==> src/rtl/binary_decoder38_seq.sv <==
// binary_decoder38_seq: registered 3-to-8 decoder with handshake and optional one-hot sweep (BINARY_DECODER_SWEEP_EN).
module binary_decoder38_seq #(
  parameter int SWEEP_DWELL = 1,
  parameter int DWELL_W = 8
) (
  input  logic       clk,
  input  logic       rst_n,
  input  logic       En,
  input  logic       in_valid,
  output logic       in_ready,
  input  logic [2:0] a,
  input  logic       sweep_start,
  output logic [7:0] q,
  output logic       q_valid,
  output logic       busy,
  output logic       sweep_done
);
`ifdef BINARY_DECODER_SWEEP_EN
  typedef enum logic {IDLE, SWEEP} state_t;
  state_t state;
  logic [DWELL_W-1:0] cnt;
  assign in_ready = En && state == IDLE;
  assign busy = state == SWEEP;
  // q itself is the sweep index: the walk ends once bit 7 has dwelt its full time
  always_ff @(posedge clk or negedge rst_n) begin
    if (!rst_n) begin
      state <= IDLE;
      cnt <= '0;
      q <= '0;
      q_valid <= 1'b0;
      sweep_done <= 1'b0;
    end else begin
      q_valid <= 1'b0;
      sweep_done <= 1'b0;
      if (!En) begin
        state <= IDLE;
        cnt <= '0;
        q <= '0;
      end else if (state == IDLE) begin
        if (in_valid) begin
          q <= 8'b1 << a;
          q_valid <= 1'b1;
        end else if (sweep_start) begin
          state <= SWEEP;
          cnt <= '0;
          q <= 8'h01;
          q_valid <= 1'b1;
        end
      end else if (cnt == DWELL_W'(SWEEP_DWELL - 1)) begin
        cnt <= '0;
        if (q[7]) begin
          state <= IDLE;
          sweep_done <= 1'b1;
        end else begin
          q <= {q[6:0], 1'b0};
          q_valid <= 1'b1;
        end
      end else begin
        cnt <= cnt + DWELL_W'(1);
      end
    end
  end
`else
  logic unused_sweep;
  assign unused_sweep = sweep_start;
  assign in_ready = En;
  assign busy = 1'b0;
  assign sweep_done = 1'b0;
  always_ff @(posedge clk or negedge rst_n) begin
    if (!rst_n) begin
      q <= '0;
      q_valid <= 1'b0;
    end else begin
      q <= !En ? 8'h00 : in_valid ? 8'b1 << a : q;
      q_valid <= En && in_valid;
    end
  end
`endif
endmodule
==> config.mk <==
export PLATFORM = sky130hd
export DESIGN_NAME = binary_decoder38_seq
export DESIGN_NICKNAME = d
export VERILOG_FILES = /design/src/rtl/binary_decoder38_seq.sv
export SDC_FILE = /design/constraint.sdc
export NUM_CORES = 1
export LEC_CHECK = 0
export BUFFER_PORTS_ARGS = -buffer_cell sky130_fd_sc_hd__buf_2
export CAP_MARGIN = 20
export CORE_AREA = 5 5 42 44
export CTS_CLUSTER_SIZE = 12
export DETAILED_ROUTE_END_ITERATION = 8
export DIE_AREA = 0 0 47 49
export PLACE_DENSITY = 0.7
export RECOVER_POWER = 50
export SYNTH_ARGS = -nofsm -noshare
export SYNTH_HDL_FRONTEND = slang
export SYNTH_SLANG_ARGS = --single-unit
==> constraint.sdc <==
create_clock -name clk -period 1.7 [get_ports clk]
set_input_delay 0.085 -clock clk [delete_from_list [all_inputs] [get_ports clk]]
set_output_delay 0.085 -clock clk [all_outputs]
set_load 0.1 [all_outputs]
* Yosys cells after proc, flatten, opt, wreduce, memory -nomap -nowiden
Cells that the tools add are included.
** Cells by class
- Add/sub/neg operators :: 0
- Multiply operators :: 0
- Divide/modulo/power cells :: 0
- Magnitude comparators :: 0
- Equality and inequality tests :: 1
- Shifts and indexed selects :: 1
- Muxes and demuxes :: 2
- Bitwise gates (word level) :: 0
- Reduce and logical (&&, ||, !) cells :: 1
** Operator list (number)
- two-way mux 8 bit :: 2
- left shift 1 x 3 -> 8 bit (first input constant) :: 1
- inequality test 2 x 1 -> 1 bit (second input constant) :: 1
- logical AND 1 bit :: 1
** Storage, ports and cells
- Bits in registers :: 9
- Bits in latches :: 0
- Memory bits (writable) :: 0
- Bits in read-only memories :: 0
- Bits of input ports :: 8
- Output and inout bits :: 12
- Word-level logic and storage cells :: 7
- Memories :: 0

* Logic depth before layout (Yosys ltp)
- Word-level depth :: 3
- Mapped depth :: 3
- Gate-level depth less buffers :: 2

* Worst setup path before layout
No wires, ideal clock.
- Path type :: register -> register
- From :: register q[0] (netlist name)
- To :: register q[0]
- Setup time :: 0.077 ns
- Data arrival time :: 1.295 ns
- Required time :: 1.623 ns
- Slack :: 0.327 ns
- Stages on the path, launching flop included :: 3
- Buffers on the path :: 0
- Period minus slack after synthesis :: 1.373 ns
- Path through :: dfrtp_1 -> or2b_1 -> a21oi_1
** RTL lines
- to (signal assigned) :: RTL line 74 : q <= !En ? 8'h00 : in_valid ? 8'b1 << a : q;
- to (decl) :: RTL line 13 : output logic [7:0] q,

* Final worst setup path
- From :: register q[1]
- To :: output q[1]
No word-level cell between the ends.

==> metrics.txt <==
# TYPE chip_impl_metric gauge
chip_impl_metric{name="syn_area_per_cell",unit="um2"} 10.9
chip_impl_info{name="slowest_stage_cell_crit_path",value="sky130_fd_sc_hd__buf_2"} 1
chip_impl_info{name="worstSetupPathType",value="flip-flop to output pin"} 1
chip_impl_info{name="post-synth-top-area-cell",value="sky130_fd_sc_hd__dfrtp_1"} 1
chip_impl_metric{name="max_stage_delay",unit="ns"} 0.43
chip_impl_info{name="clock_tree.root_cell",value="sky130_fd_sc_hd__clkbuf_4"} 1
chip_impl_metric{name="register_bit_total_from_synthesis",unit=""} 9
chip_impl_metric{name="synth_edf_count",unit=""} 0
chip_impl_metric{name="finish.instance_area",unit="um2"} 544
chip_impl_info{name="cp_cell_sequence",value="buf_2"} 1
chip_impl_metric{name="drc",unit=""} 0
chip_impl_metric{name="postSynth.asyncResetShare",unit=""} 1.00
chip_impl_metric{name="number_of_global_route_vias_before_repair",unit=""} 355
chip_impl_metric{name="syn-cell-area",unit="um2"} 437
chip_impl_metric{name="starting_drt_drc_count",unit=""} 6
chip_impl_metric{name="seq_area_frac_synth",unit=""} 0.516
chip_impl_metric{name="critPathBufInv",unit=""} 1
chip_impl_info{name="hp-class",value="input pin to flip-flop"} 1
chip_impl_metric{name="syn_to_final_growth",unit="%"} 24.6
chip_impl_metric{name="num_vias",unit=""} 335
chip_impl_metric{name="max_cap_violations",unit=""} 0
chip_impl_metric{name="route.detailed.vias_per_inst",unit=""} 4.53
chip_impl_metric{name="r2r.worst_path.cells",unit=""} 2
chip_impl_metric{name="vdd_ir_drop_max",unit="mV"} 0.625
chip_impl_metric{name="clock_sinks",unit=""} 9
chip_impl_info{name="area_contributors_post_synth",value="sky130_fd_sc_hd__dfrtp_1 (52%), sky130_fd_sc_hd__nand2b_1 (10%), sky130_fd_sc_hd__a21oi_1 (9.2%), sky130_fd_sc_hd__nand4bb_1 (7.7%), sky130_fd_sc_hd__buf_4 (6.9%)"} 1
chip_impl_info{name="min-delay-start",value="En"} 1
chip_impl_metric{name="track_usage",unit=""} 0.0947
chip_impl_metric{name="critical_path.max_fanout",unit=""} 2
chip_impl_metric{name="final_core_utilization",unit=""} 0.388
chip_impl_metric{name="power_density",unit="mW/mm2"} 924
chip_impl_metric{name="clk_latency",unit="ns"} 0.26
chip_impl_info{name="ys_dominant_reg_cell",value="sky130_fd_sc_hd__dfrtp_1"} 1
chip_impl_metric{name="yosys.cell_types.count",unit=""} 12
chip_impl_metric{name="placement_rows",unit=""} 14
chip_impl_metric{name="fin_crit_sh",unit=""} 0.656
chip_impl_metric{name="floorplan.die_area",unit="mm2"} 0.00230
chip_impl_info{name="rsz0062_at_grt",value="no"} 1
chip_impl_metric{name="path_clk_slew",unit="ns"} 0.06
chip_impl_info{name="netlist_top_cells_count",value="sky130_fd_sc_hd__dfrtp_1 (9), sky130_fd_sc_hd__a21oi_1 (8), sky130_fd_sc_hd__nand2b_1 (7)"} 1
chip_impl_metric{name="dieHeight",unit="um"} 49
chip_impl_metric{name="r2r_setup_slack",unit="ns"} 0.94
chip_impl_metric{name="final-hold-violation-count",unit=""} 0
chip_impl_metric{name="hold-path-cell-count",unit=""} 2
chip_impl_metric{name="gp_congestion",unit=""} 0.690
chip_impl_metric{name="placed_cell_area",unit="um2"} 510
chip_impl_metric{name="port_buffers",unit=""} 16
chip_impl_info{name="status",value="finished clean"} 1
chip_impl_metric{name="drt.antenna.violating_nets",unit=""} 0
chip_impl_metric{name="detailedRoute.firstPassIterationCount",unit=""} 4
chip_impl_info{name="cpLargestDelayFamily",value="buffers and inverters"} 1
chip_impl_metric{name="final_max_slew_viol_count",unit=""} 0
chip_impl_metric{name="remaining_global_route_overflow",unit=""} 0
chip_impl_info{name="cts_tree",value="built"} 1
chip_impl_metric{name="layout-drive-gt1-share",unit=""} 0.293
chip_impl_metric{name="net_count_final",unit=""} 67
chip_impl_metric{name="setup_total_negative_slack",unit="ns"} 0
chip_impl_metric{name="post-synth-top-area-fraction",unit=""} 0.516
chip_impl_metric{name="cts_max_path_buffers",unit=""} 2
chip_impl_metric{name="fin_worst_skew",unit="ns"} 0
chip_impl_metric{name="postSynthCellCount",unit=""} 40
chip_impl_metric{name="report.power.total",unit="mW"} 0.503
chip_impl_metric{name="yosys_warnings",unit=""} 0
chip_impl_metric{name="final-setup-viol-count",unit=""} 0
chip_impl_metric{name="hold_ws",unit="ns"} 0.0634
chip_impl_info{name="yosysMostFrequentCell",value="sky130_fd_sc_hd__dfrtp_1"} 1
chip_impl_metric{name="critical_path_rt",unit="ns"} 1.62
chip_impl_metric{name="grt_first_pass_wirelength",unit="um"} 1600
chip_impl_metric{name="max-slew-margin-rel",unit=""} 0.618
chip_impl_metric{name="num_antenna_cells",unit=""} 0
chip_impl_metric{name="fillerInstances",unit=""} 157
chip_impl_info{name="rr_endpoint",value="q[0]$_DFFE_PN0P_"} 1
chip_impl_metric{name="grt_antenna_before_repair",unit=""} 0
chip_impl_metric{name="finalCriticalPeriod",unit="ns"} 1.12
chip_impl_info{name="timing.critical_path.from_type",value="flip-flop"} 1
chip_impl_metric{name="h-tree-depth",unit=""} 1
chip_impl_info{name="hold_path_end",value="q_valid$_DFF_PN0_"} 1
chip_impl_metric{name="hpwl",unit="um"} 622
chip_impl_info{name="rr_startpoint",value="q[0]$_DFFE_PN0P_"} 1
chip_impl_metric{name="cts_made_buffers",unit=""} 3
chip_impl_info{name="kind_of_end_point_of_the_critical_path",value="output pin"} 1
chip_impl_metric{name="timing.critical_path.arrival",unit="ns"} 1.03
chip_impl_metric{name="static-leakage-power",unit="nW"} 0.259
chip_impl_metric{name="detail_route.wl_per_cell",unit="um"} 12.1
chip_impl_info{name="cp-startpoint",value="q[1]$_DFFE_PN0P_"} 1
chip_impl_metric{name="timing.fmax",unit="MHz"} 896
chip_impl_metric{name="tightestPinTransition",unit="ns"} 0.572
chip_impl_metric{name="fp.coreArea",unit="mm2"} 0.00140
chip_impl_metric{name="wl",unit="um"} 897
chip_impl_metric{name="initial_utilization",unit=""} 0.312
chip_impl_metric{name="floorplan.io_pins",unit=""} 20
chip_impl_metric{name="pin_count_of_the_biggest_net_entering_global_routing",unit=""} 18
chip_impl_metric{name="die_width",unit="um"} 47
==> registers in the layout, indices dropped and copies added, names as in the netlist <==
name,cells
q_valid,1
q,8
==> area by class of cell <==
cell class / instances / area (um2) / area share
tap: 16 / 20.0 / 0.0368
inverter: 1 / 3.75 / 0.00690
multi-input combinational: 27 / 181 / 0.333
timing repair buffer: 17 / 87.6 / 0.161
clock buffer: 4 / 26.3 / 0.0483
sequential: 9 / 225 / 0.414
==> cell usage in the layout, fill, tap and decap left out <==
| master | count |
|---|---|
| sky130_fd_sc_hd__buf_2 | 14 |
| sky130_fd_sc_hd__dfrtp_1 | 9 |
| sky130_fd_sc_hd__a21oi_1 | 8 |
| sky130_fd_sc_hd__nand2b_1 | 7 |
| sky130_fd_sc_hd__nand4b_1 | 3 |
| sky130_fd_sc_hd__nand4bb_1 | 3 |
| sky130_fd_sc_hd__clkbuf_4 | 3 |
| sky130_fd_sc_hd__clkbuf_1 | 3 |
| sky130_fd_sc_hd__conb_1 | 2 |
| sky130_fd_sc_hd__and2_1 | 1 |
| sky130_fd_sc_hd__or4b_1 | 1 |
| sky130_fd_sc_hd__or2b_1 | 1 |
| sky130_fd_sc_hd__inv_1 | 1 |
| sky130_fd_sc_hd__nand4_1 | 1 |
| sky130_fd_sc_hd__dlygate4sd3_1 | 1 |
==> timing repair <==
item                                   4_1_cts  5_1_grt
gates resized for setup                      0        0
buffers inserted                             0        0
endpoints found under the hold margin        9        0
hold buffers                                 1        0
==> metrics by stage <==
step | setup slack, ns | cells
floorplan | 0.327 | 41
global placement | 0.729 | 69
detailed placement | 0.708 | 69
CTS | 0.571 | 74
global route | 0.530 | 74
finish | 0.585 | 74
==> how the worst max path moves through the flow <==
stage	endpoint	cells after the start
after global routing	q[4]	1
after CTS	q[2]	1
after global placement	q[0]$_DFFE_PN0P_	3
after floorplan	q[0]$_DFFE_PN0P_	2
final	q[1]	1
after detailed placement	q[0]$_DFFE_PN0P_	3
==> report_power, final <==
part           switching [mW]  total [mW]  internal [mW]
logic                  0.0949       0.116         0.0209
clock network          0.0748       0.165         0.0904
registers             0.00213       0.222          0.220
total                   0.172       0.503          0.331
==> routing by layer <==
layer / track usage / part of all wire / up-vias
li1: - / - / 174
met1: 0.118 / 0.43 / 156
met2: 0.149 / 0.52 / 5
met3: 0.0221 / 0.047 / 0
met4: 0.0415 / 0 / 0
met5: 0 / 0 / -
==> kinds of logic after synthesis <==
kind of cell           after synthesis  synth area share
AND/OR/NAND/NOR                     17             0.307
flip-flops                           9             0.516
AO/OA/AOI/OAI                        8            0.0917
buffers and inverters                5            0.0774
other                                1           0.00859
Note: power is estimated with default switching activity, not from simulation.
